File: src/rtl/perf_counter_pkg.sv
// Shared types and helpers for the performance event counter bank.
package perf_counter_pkg;

  typedef enum logic {
    IDLE = 1'b0,
    HOLD = 1'b1
  } snap_state_e;

  localparam int MODE_WRAP     = 0;
  localparam int MODE_SATURATE = 1;

  // Low bit of channel idx inside a packed per-channel vector.
  function automatic int slice_lo(input int idx, input int width);
    return idx * width;
  endfunction

endpackage

File: src/rtl/perf_event_counter_bank_if.sv
// Snapshot handshake bundle between the counter bank and its consumer.
interface perf_event_counter_bank_if #(
  parameter int NUM_EVENTS    = 115,
  parameter int COUNTER_WIDTH = 7
);
  logic                                snapshot_req;
  logic                                snapshot_valid;
  logic                                snapshot_ready;
  logic [NUM_EVENTS*COUNTER_WIDTH-1:0] snapshot_counters;
  logic [NUM_EVENTS-1:0]               snapshot_overflow;
  logic                                snapshot_missed;

  modport master (
    input  snapshot_req, snapshot_ready,
    output snapshot_valid, snapshot_counters, snapshot_overflow, snapshot_missed
  );

  modport slave (
    output snapshot_req, snapshot_ready,
    input  snapshot_valid, snapshot_counters, snapshot_overflow, snapshot_missed
  );
endinterface

File: src/rtl/perf_event_counter.sv
// One event counter channel with sticky overflow and snapshot clear-load.
import perf_counter_pkg::*;

module perf_event_counter #(
  parameter int COUNTER_WIDTH = 7,
  parameter int SATURATE      = MODE_SATURATE
) (
  input  logic                     clk,
  input  logic                     rst,
  input  logic                     inc,
  input  logic                     clear_load,
  output logic [COUNTER_WIDTH-1:0] count,
  output logic                     ovf
);

  localparam logic [COUNTER_WIDTH-1:0] ALL_ONES = '1;
  localparam logic [COUNTER_WIDTH-1:0] ONE      = COUNTER_WIDTH'(1);

  always_ff @(posedge clk or posedge rst) begin
    if (rst) begin
      count <= '0;
      ovf   <= 1'b0;
    end else if (clear_load) begin
      // The capture cycle's own event seeds the fresh count.
      count <= inc ? ONE : '0;
      ovf   <= 1'b0;
    end else if (inc) begin
      if (count == ALL_ONES) begin
        ovf   <= 1'b1;
        count <= (SATURATE == MODE_SATURATE) ? ALL_ONES : '0;
      end else begin
        count <= count + ONE;
      end
    end
  end

endmodule

File: src/rtl/perf_event_counter_bank.sv
// Bank of masked event counters with an atomic snapshot-and-clear handshake.
import perf_counter_pkg::*;

module perf_event_counter_bank #(
  parameter int NUM_EVENTS    = 115,
  parameter int COUNTER_WIDTH = 7,
  parameter int SATURATE      = MODE_SATURATE
) (
  input  logic                                clk,
  input  logic                                rst,
  input  logic [NUM_EVENTS-1:0]               performance_events,
  input  logic [NUM_EVENTS-1:0]               event_enable,
  output logic [NUM_EVENTS*COUNTER_WIDTH-1:0] live_counters,
  perf_event_counter_bank_if.master           snap
);

  generate
    if (NUM_EVENTS < 1)    begin : g_chk_ne $error("NUM_EVENTS must be >= 1");    end
    if (COUNTER_WIDTH < 1) begin : g_chk_cw $error("COUNTER_WIDTH must be >= 1"); end
  endgenerate

  logic [NUM_EVENTS-1:0] inc;
  logic [NUM_EVENTS-1:0] ovf;
  snap_state_e           state_q, state_d;
  logic                  capture;
  logic                  missed_d;

  assign inc = performance_events & event_enable;

  genvar i;
  generate
    for (i = 0; i < NUM_EVENTS; i++) begin : g_ch
      perf_event_counter #(
        .COUNTER_WIDTH (COUNTER_WIDTH),
        .SATURATE      (SATURATE)
      ) u_cnt (
        .clk        (clk),
        .rst        (rst),
        .inc        (inc[i]),
        .clear_load (capture),
        .count      (live_counters[slice_lo(i, COUNTER_WIDTH) +: COUNTER_WIDTH]),
        .ovf        (ovf[i])
      );
    end
  endgenerate

  always_comb begin
    state_d  = state_q;
    capture  = 1'b0;
    missed_d = 1'b0;
    case (state_q)
      IDLE: begin
        if (snap.snapshot_req) begin
          capture = 1'b1;
          state_d = HOLD;
        end
      end
      HOLD: begin
        if (snap.snapshot_ready) begin
          // Handshake; a simultaneous request re-captures and stays in HOLD.
          if (snap.snapshot_req) capture = 1'b1;
          else                   state_d = IDLE;
        end else if (snap.snapshot_req) begin
          missed_d = 1'b1;
        end
      end
      default: state_d = IDLE;
    endcase
  end

  always_ff @(posedge clk or posedge rst) begin
    if (rst) begin
      state_q                <= IDLE;
      snap.snapshot_counters <= '0;
      snap.snapshot_overflow <= '0;
      snap.snapshot_missed   <= 1'b0;
    end else begin
      state_q              <= state_d;
      snap.snapshot_missed <= missed_d;
      if (capture) begin
        snap.snapshot_counters <= live_counters;
        snap.snapshot_overflow <= ovf;
      end
    end
  end

  assign snap.snapshot_valid = (state_q == HOLD);

endmodule

File: src/flat_wrapper.sv
// flat-port wrapper written by rule: the top's interface ports become plain ports
module perf_event_counter_bank_flat 
#(
  parameter int NUM_EVENTS    = 115,
  parameter int COUNTER_WIDTH = 7,
  parameter int SATURATE      = MODE_SATURATE
)
  (clk, rst, performance_events, event_enable, live_counters, snap_snapshot_req, snap_snapshot_ready, snap_snapshot_valid, snap_snapshot_counters, snap_snapshot_overflow, snap_snapshot_missed);
  perf_event_counter_bank_if #(.NUM_EVENTS(NUM_EVENTS), .COUNTER_WIDTH(COUNTER_WIDTH)) snap_i ();
  input  logic clk;
  input  logic rst;
  input  logic [NUM_EVENTS-1:0] performance_events;
  input  logic [NUM_EVENTS-1:0] event_enable;
  output logic [NUM_EVENTS*COUNTER_WIDTH-1:0] live_counters;
  input wire logic [$bits(snap_i.snapshot_req)-1:0] snap_snapshot_req;
  input wire logic [$bits(snap_i.snapshot_ready)-1:0] snap_snapshot_ready;
  output wire logic [$bits(snap_i.snapshot_valid)-1:0] snap_snapshot_valid;
  output wire logic [$bits(snap_i.snapshot_counters)-1:0] snap_snapshot_counters;
  output wire logic [$bits(snap_i.snapshot_overflow)-1:0] snap_snapshot_overflow;
  output wire logic [$bits(snap_i.snapshot_missed)-1:0] snap_snapshot_missed;
  assign snap_i.snapshot_req = snap_snapshot_req;
  assign snap_i.snapshot_ready = snap_snapshot_ready;
  assign snap_snapshot_valid = snap_i.snapshot_valid;
  assign snap_snapshot_counters = snap_i.snapshot_counters;
  assign snap_snapshot_overflow = snap_i.snapshot_overflow;
  assign snap_snapshot_missed = snap_i.snapshot_missed;
  perf_event_counter_bank #(.NUM_EVENTS(NUM_EVENTS), .COUNTER_WIDTH(COUNTER_WIDTH), .SATURATE(SATURATE)) u_core (.clk(clk), .rst(rst), .performance_events(performance_events), .event_enable(event_enable), .live_counters(live_counters), .snap(snap_i));
endmodule
File: config.mk
export PLATFORM = sky130hd
export DESIGN_NAME = perf_event_counter_bank_flat
export DESIGN_NICKNAME = d
export VERILOG_FILES = /design/src/rtl/perf_counter_pkg.sv /design/src/rtl/perf_event_counter_bank_if.sv /design/src/rtl/perf_event_counter.sv /design/src/rtl/perf_event_counter_bank.sv /design/src/flat_wrapper.sv
export SDC_FILE = /design/constraint.sdc
export NUM_CORES = 2
export LEC_CHECK = 0
export ABC_AREA = 1
export CORE_AREA = 2 2 773 775
export CTS_CLUSTER_DIAMETER = 50
export CTS_CLUSTER_SIZE = 40
export DETAILED_ROUTE_END_ITERATION = 7
export DIE_AREA = 0 0 775 777
export PLACE_DENSITY = 0.34
export SYNTH_ARGS = -nofsm -noshare
export SYNTH_HDL_FRONTEND = slang
export SYNTH_HIERARCHICAL = 1
export SYNTH_SLANG_ARGS = --single-unit
File: constraint.sdc
create_clock -name clk -period 43.5 [get_ports clk]
set_input_delay 8.7 -clock clk [delete_from_list [all_inputs] [get_ports clk]]
set_output_delay 8.7 -clock clk [all_outputs]
set_load 0.02 [all_outputs]
# Word-level counts from Yosys, hierarchy flattened
# Cells that the tools add are included.
classes:
  n_reduce_logical: 345
  n_addsub: 115
  bitwise_logic: 2
  eq_ne: 115
  muxes: 812
op_table:
  columns: ["cell", "count"]
  rows:
  - ["2-to-1 mux 7 bit", 345]
  - ["adder 7 x 1 -> 7 bit (second input constant)", 115]
  - ["equality test 7 bit (second input constant)", 115]
  - ["2-to-1 mux 1 bit", 465]
  - ["nonzero test 2 bit", 230]
  - ["AND reduction 2 bit", 115]
  - ["bitwise AND 115 bit", 1]
  - ["one-hot mux 1 bit (2 select lines)", 2]
  - ["NOT 1 bit", 1]
word_totals:
  in_bits: 234
  out_inout_bits: 1727
  register_bits: 1842
  word_cells: 1623

# Depth between registers and ports, before layout
depth:
  word_depth: 5
  depth_mapped: 11
  depth_no_buf: 8

# Cells and area by module
# Netlist, hierarchy kept.
by_module_without_submodules:
  columns: ["mod", "seq_area_each_um2", "area_per_inst_um2", "cells_per_inst", "n_inst"]
  rows:
  - ["perf_event_counter", 200.2, 465.4, 63, 115]
  - ["perf_event_counter_bank", 23072.1, 36983.0, 4227, 1]

# Worst setup path before layout
# OpenSTA, ideal clock, no wires.
synth_path:
  path_kind: "input to register"
  from: "in snap_snapshot_ready"
  to: "reg u_core.g_ch[0].u_cnt.count[1]"
  setup_time_ps: 70
  cell_stages: 11
  setup_slack_ps: 21796
  n_path_buf: 3
  t_required_ps: 43430
  arrival_ps: 21634
  cell_sequence: "inv_1 nand2_2 nand2_1 buf_4 buf_4 buf_2 inv_1 nor2_2 nor2_2 o21ai_0 nand2_1"
synth_via:
  elab_chain_cells: 3
  word_cells_on_any_way: 4
  cone_classes: "3 x mux; 1 x reduce/logical"
synth_rtl:
  columns: ["item", "line", "text"]
  rows:
  - ["from (decl)", "flat_wrapper.sv:16", "input wire logic [$bits(snap_i.snapshot_ready)-1:0] snap_snapshot_ready;"]
  - ["2-to-1 mux 1 bit *", "perf_event_counter_bank.sv:59", "if (snap.snapshot_ready) begin"]
  - ["one-hot mux 1 bit (2 select lines) *", "perf_event_counter_bank.sv:51", "case (state_q)"]
  - ["net u_core.capture", "perf_event_counter_bank.sv:25", "logic capture;"]
  - ["2-to-1 mux 7 bit / nonzero test 2 bit (equally long branches)", null, null]
  - ["to (signal assigned)", "perf_event_counter.sv:25", "count <= inc ? ONE : '0;"]
  - ["to (signal assigned)", "perf_event_counter.sv:30", "count <= (SATURATE == MODE_SATURATE) ? ALL_ONES : '0;"]
  - ["to (signal assigned)", "perf_event_counter.sv:32", "count <= count + ONE;"]
  - ["to (decl)", "perf_event_counter.sv:12", "output logic [COUNTER_WIDTH-1:0] count,"]
# The timed path passes the listed nets; every way through them passes the cells marked *.
# A chain may end at the register's enable or synchronous reset.

# Final worst setup path
layout_path:
  from: "in snap_snapshot_ready"
  to: "reg u_core.snap.snapshot_overflow[106]"
layout_via:
  elab_chain_cells: 2
layout_rtl:
  columns: ["item", "line", "text"]
  rows:
  - ["2-to-1 mux 1 bit", "perf_event_counter_bank.sv:59", null]
  - ["one-hot mux 1 bit (2 select lines)", "perf_event_counter_bank.sv:51", null]
  - ["to (signal assigned)", "perf_event_counter_bank.sv:82", "snap.snapshot_overflow <= ovf;"]
  - ["to (decl)", "perf_event_counter_bank_if.sv:15", "output snapshot_valid, snapshot_counters, snapshot_overflow, snapshot_missed"]
# No other way between the ends.

==> reports/results.md <==
## Final layout
• layout-stage area growth over the synthesis result: 45.8%
• final net count: 13900
• fraction of layout instances using a drive strength above 1: 10.2%

## CTS
• clock sinks: 1842
• cts-stage hold buffer count: 0
• clock-pin slew on the worst setup and hold paths: 50 ps
• number of setup buffers added after CTS: 0
• post-cts resize count: 0
• clock latency on the worst-skew pair: 950 ps
• clock tree from TritonCTS: done
• TritonCTS buffer count: 358
• maximum count of clock buffers along a single path: 4
• Clock Root Buffer: clkbuf_16
• depth of the CTS H-tree: 5

## Floorplan
• core region area: 593000 um2
• Die Outline Area: 602000 um2
• height of the die: 777 um
• count of pins on the block boundary: 1961
• Placement Rows: 283
• Die X-Extent: 775 um
• starting density of the core: 15.3%

## Setup path
• r2r startpoint: u_core/snap.snapshot_valid$_DFF_PP0_
• sequence of cells on the critical path: clkdlybuf4s50_1 -> inv_1 -> nand2_8 -> nand2_4 -> buf_12 -> buf_4 -> buf_4 -> buf_4 -> buf_4 -> nand2_1 -> nand2_1
• destination of the critical timing path: u_core/snap.snapshot_overflow[106]$_DFFE_PP0P_
• number of cells traversed by the worst register-to-register path: 9
• highest-delay cell along the critical path: buf_4
• CP Capture Type: register
• Crit Path Class: primary input to register
• type of origin of the critical path: primary input
• Data required, critical path: 44360 ps
• Worst R2R End: u_core/snap.snapshot_overflow[106]$_DFFE_PP0P_
• flop2flop setup slack: 38360 ps
• startpoint of the worst setup timing path: snap_snapshot_ready
• Crit path largest cell delay: 790 ps
• highest net fanout along the worst path: 184
• arrival time worst endpoint: 13860 ps
• cell mode on critical path: buf_4

## Logic synthesis
• main combinational cell family by area after synthesis: simple AND/OR/NAND/NOR gates
• number of enable flip-flop cells after synthesis: 0
• average cell area after synthesis: 7.89 um2
• most used flip-flop cell after synthesis: dfrtp_1
• Netlist cell types: 20
• post-synthesis share of cell area spent on xor and xnor gates: 0%
• Post-Synthesis Cell Area: 90500 um2
• post-synthesis share of cell area spent on full adders, half adders and majority gates: 1.59%
• sequential area share after synthesis: 50.9%
• asr flop ratio synth: 100%
• number of nets produced by synthesis: 11800
• count of warnings emitted by yosys: 6
• post-synthesis share of cell area spent on and, or, nand and nor gates: 35.5%
• Synth Register Bits: 1842
• synthesized instance count: 11500
• compound-cell area share of the yosys netlist: 5.56%
• mux contribution to synthesized area: 0%

## Power
• leakage power of the design: 61.9 nW
• combinational fraction of design power: 19.2%
• worst voltage drop across the vdd grid: 0.0350 mV
• clock network fraction of design power: 46.4%
• switching pwr: 2.18 mW
• Reg power frac: 34.4%
• post-layout total power: 6.40 mW
• Sw Ratio: 34.0%
• Internal: 4.23 mW
• power density of the placed cells: 48.5 nW/um2

## STA
• aggregate negative setup slack: 0 ps
• final count of hold timing violations: 0
• RSZ-0062 raised after global routing: false
• tightest slew margin relative to the limit: 17.6%
• final number of setup-violating endpoints: 0
• highest achievable clock rate: 76.9 MHz
• Final Skew: 74.8 ps
• Final Cycle Share: 29.9%
• time the final worst path needs with I/O delays and setup: 13000 ps
• final count of pins violating max slew: 0
• slew at the pin with the worst max-slew slack: 1240 ps

## Drt
• first-pass detailed-route iteration total: 5
• Avg Vias per Cell: 3.99
• DRC violation count after routing: 0
• remaining antenna violation count: 0
• detailed router's first-iteration violation count: 5535
• detail-routed net length per standard cell: 23.8 um
• final routed wirelength across all metal layers: 518 mm
• via total after detailed routing: 86700

## Hold path
• Min-Delay Startpoint: u_core/snap.snapshot_counters[605]$_DFFE_PP0P_
• Hold Path Class: register to register
• cell depth of the worst hold path: 2

## Global routing
• initial antenna violation count: 15
• total gr overflow: 0
• vias in the first global route: 86300
• global-route wire length before repair: 718 mm
• pin count of the biggest net entering global routing: 185
• overall track demand over capacity in global routing: 16.5%

## Status
• status: finished clean

## Run
• maximum capacitance violations: 0

## Place
• Buffers on Ports: 1960
• Final GP Congestion: 0.873
• placed wire-length estimate: 403 mm

-- cell usage in the layout, fill, tap and decap left out, drive strengths merged --
cell,Yosys,layout
clkdlybuf4s50,0,1948
inv,1154,1177
clkbuf,36,457
o21ai,575,575
diode,0,6
buf,271,101
ha,115,115
clkinvlp,0,34
nor2,806,806
a31oi,115,115
o21bai,115,115
nand2,4488,4488
dfrtp,1842,1842
bufinv,0,45
a21oi,115,115
nand4,115,115
clkinv,0,99
nand3,1610,1610
nor3,115,115
-- area by class of cell --
class                      count  area, um2
clock inverter               201       2770
tap                         7837       9810
multi-input combinational   8169      38600
sequential                  1842      46100
clock buffer                 457       9940
timing repair buffer        2049      20400
antenna                        6       15.0
inverter                    1154       4350
fill                       65500     461000
-- metal layers --
metal	vias to the layer above	share of wire (%)	GRT usage (%)
li1	41200	-	-
met1	42400	44	21.6
met2	2539	45	26.0
met3	502	7.6	4.91
met4	2	3.4	5.12
met5	-	0.0023	0
-- cells in the mapped netlist (221+ instances only) --
cell type	instances	share of area [%]
nand3_1	1610	8.9
inv_1	1154	4.8
nor2_2	230	1.6
o21ai_1	346	1.9
nand2_2	231	1.6
nor2_4	230	2.9
o21ai_0	229	1.3
nand2_1	4257	18
buf_2	221	1.2
nor2_1	346	1.4
dfrtp_1	1842	51
-- cell families after synthesis --
| family | Yosys count |
|---|---|
| flip-flops | 1842 |
| buffers and inverters | 1461 |
| adder cells (fa/ha/maj) | 115 |
| AND/OR/NAND/NOR | 7134 |
| AO/OA/AOI/OAI | 920 |
-- critical path, delay by kind of cell --
kind                   cells  cell delay [ps]
buffers and inverters      7             3890
AND/OR/NAND/NOR            4              660
-- through the flow --
step | cell area, um2 | setup WS, ps | std cells | util (%) | hold WS, ps
2_1_floorplan | 90500 | 8880 | 11500 | - | 463
3_3_place_gp | 119000 | 29580 | 21100 | 20.1 | 452
3_5_place_dp | 119000 | 29550 | 21100 | 20.1 | 457
4_1_cts | 132000 | 30630 | 21700 | 22.2 | 469
5_1_grt | 132000 | 30330 | 21700 | 22.2 | 482
6_report | 132000 | 30500 | 21700 | 22.2 | 466
-- power by group through the flow --
stage	Sequential, mW	Clock, mW	Combinational, mW
floorplan	2.29	0	0.387
global placement	2.23	0	1.25
detailed placement	2.23	0	1.25
CTS	2.21	3.07	1.25
global route	2.23	3.14	1.33
finish	2.20	2.97	1.23
-- sequential cells by signal, summed over array words and instances, names as in the netlist --
signal and cells:
u_core/g_ch.u_cnt/count 805, u_core/g_ch.u_cnt/ovf 115, u_core/snap.snapshot_counters 805, u_core/snap.snapshot_missed 1, u_core/snap.snapshot_overflow 115, u_core/snap.snapshot_valid 1
-- worst min path at each step --
stage,endpoint,slack [ps]
6_report,u_core/snap.snapshot_counters[605]$_DFFE_PP0P_,470
5_1_grt,u_core/snap.snapshot_counters[184]$_DFFE_PP0P_,480
3_3_place_gp,u_core/snap.snapshot_counters[174]$_DFFE_PP0P_,450
3_5_place_dp,u_core/snap.snapshot_counters[418]$_DFFE_PP0P_,460
2_1_floorplan,u_core/g_ch[0].u_cnt/ovf$_DFFE_PP0P_,460
4_1_cts,u_core/snap.snapshot_counters[381]$_DFFE_PP0P_,470
Note: power is estimated with default switching activity, not from simulation.
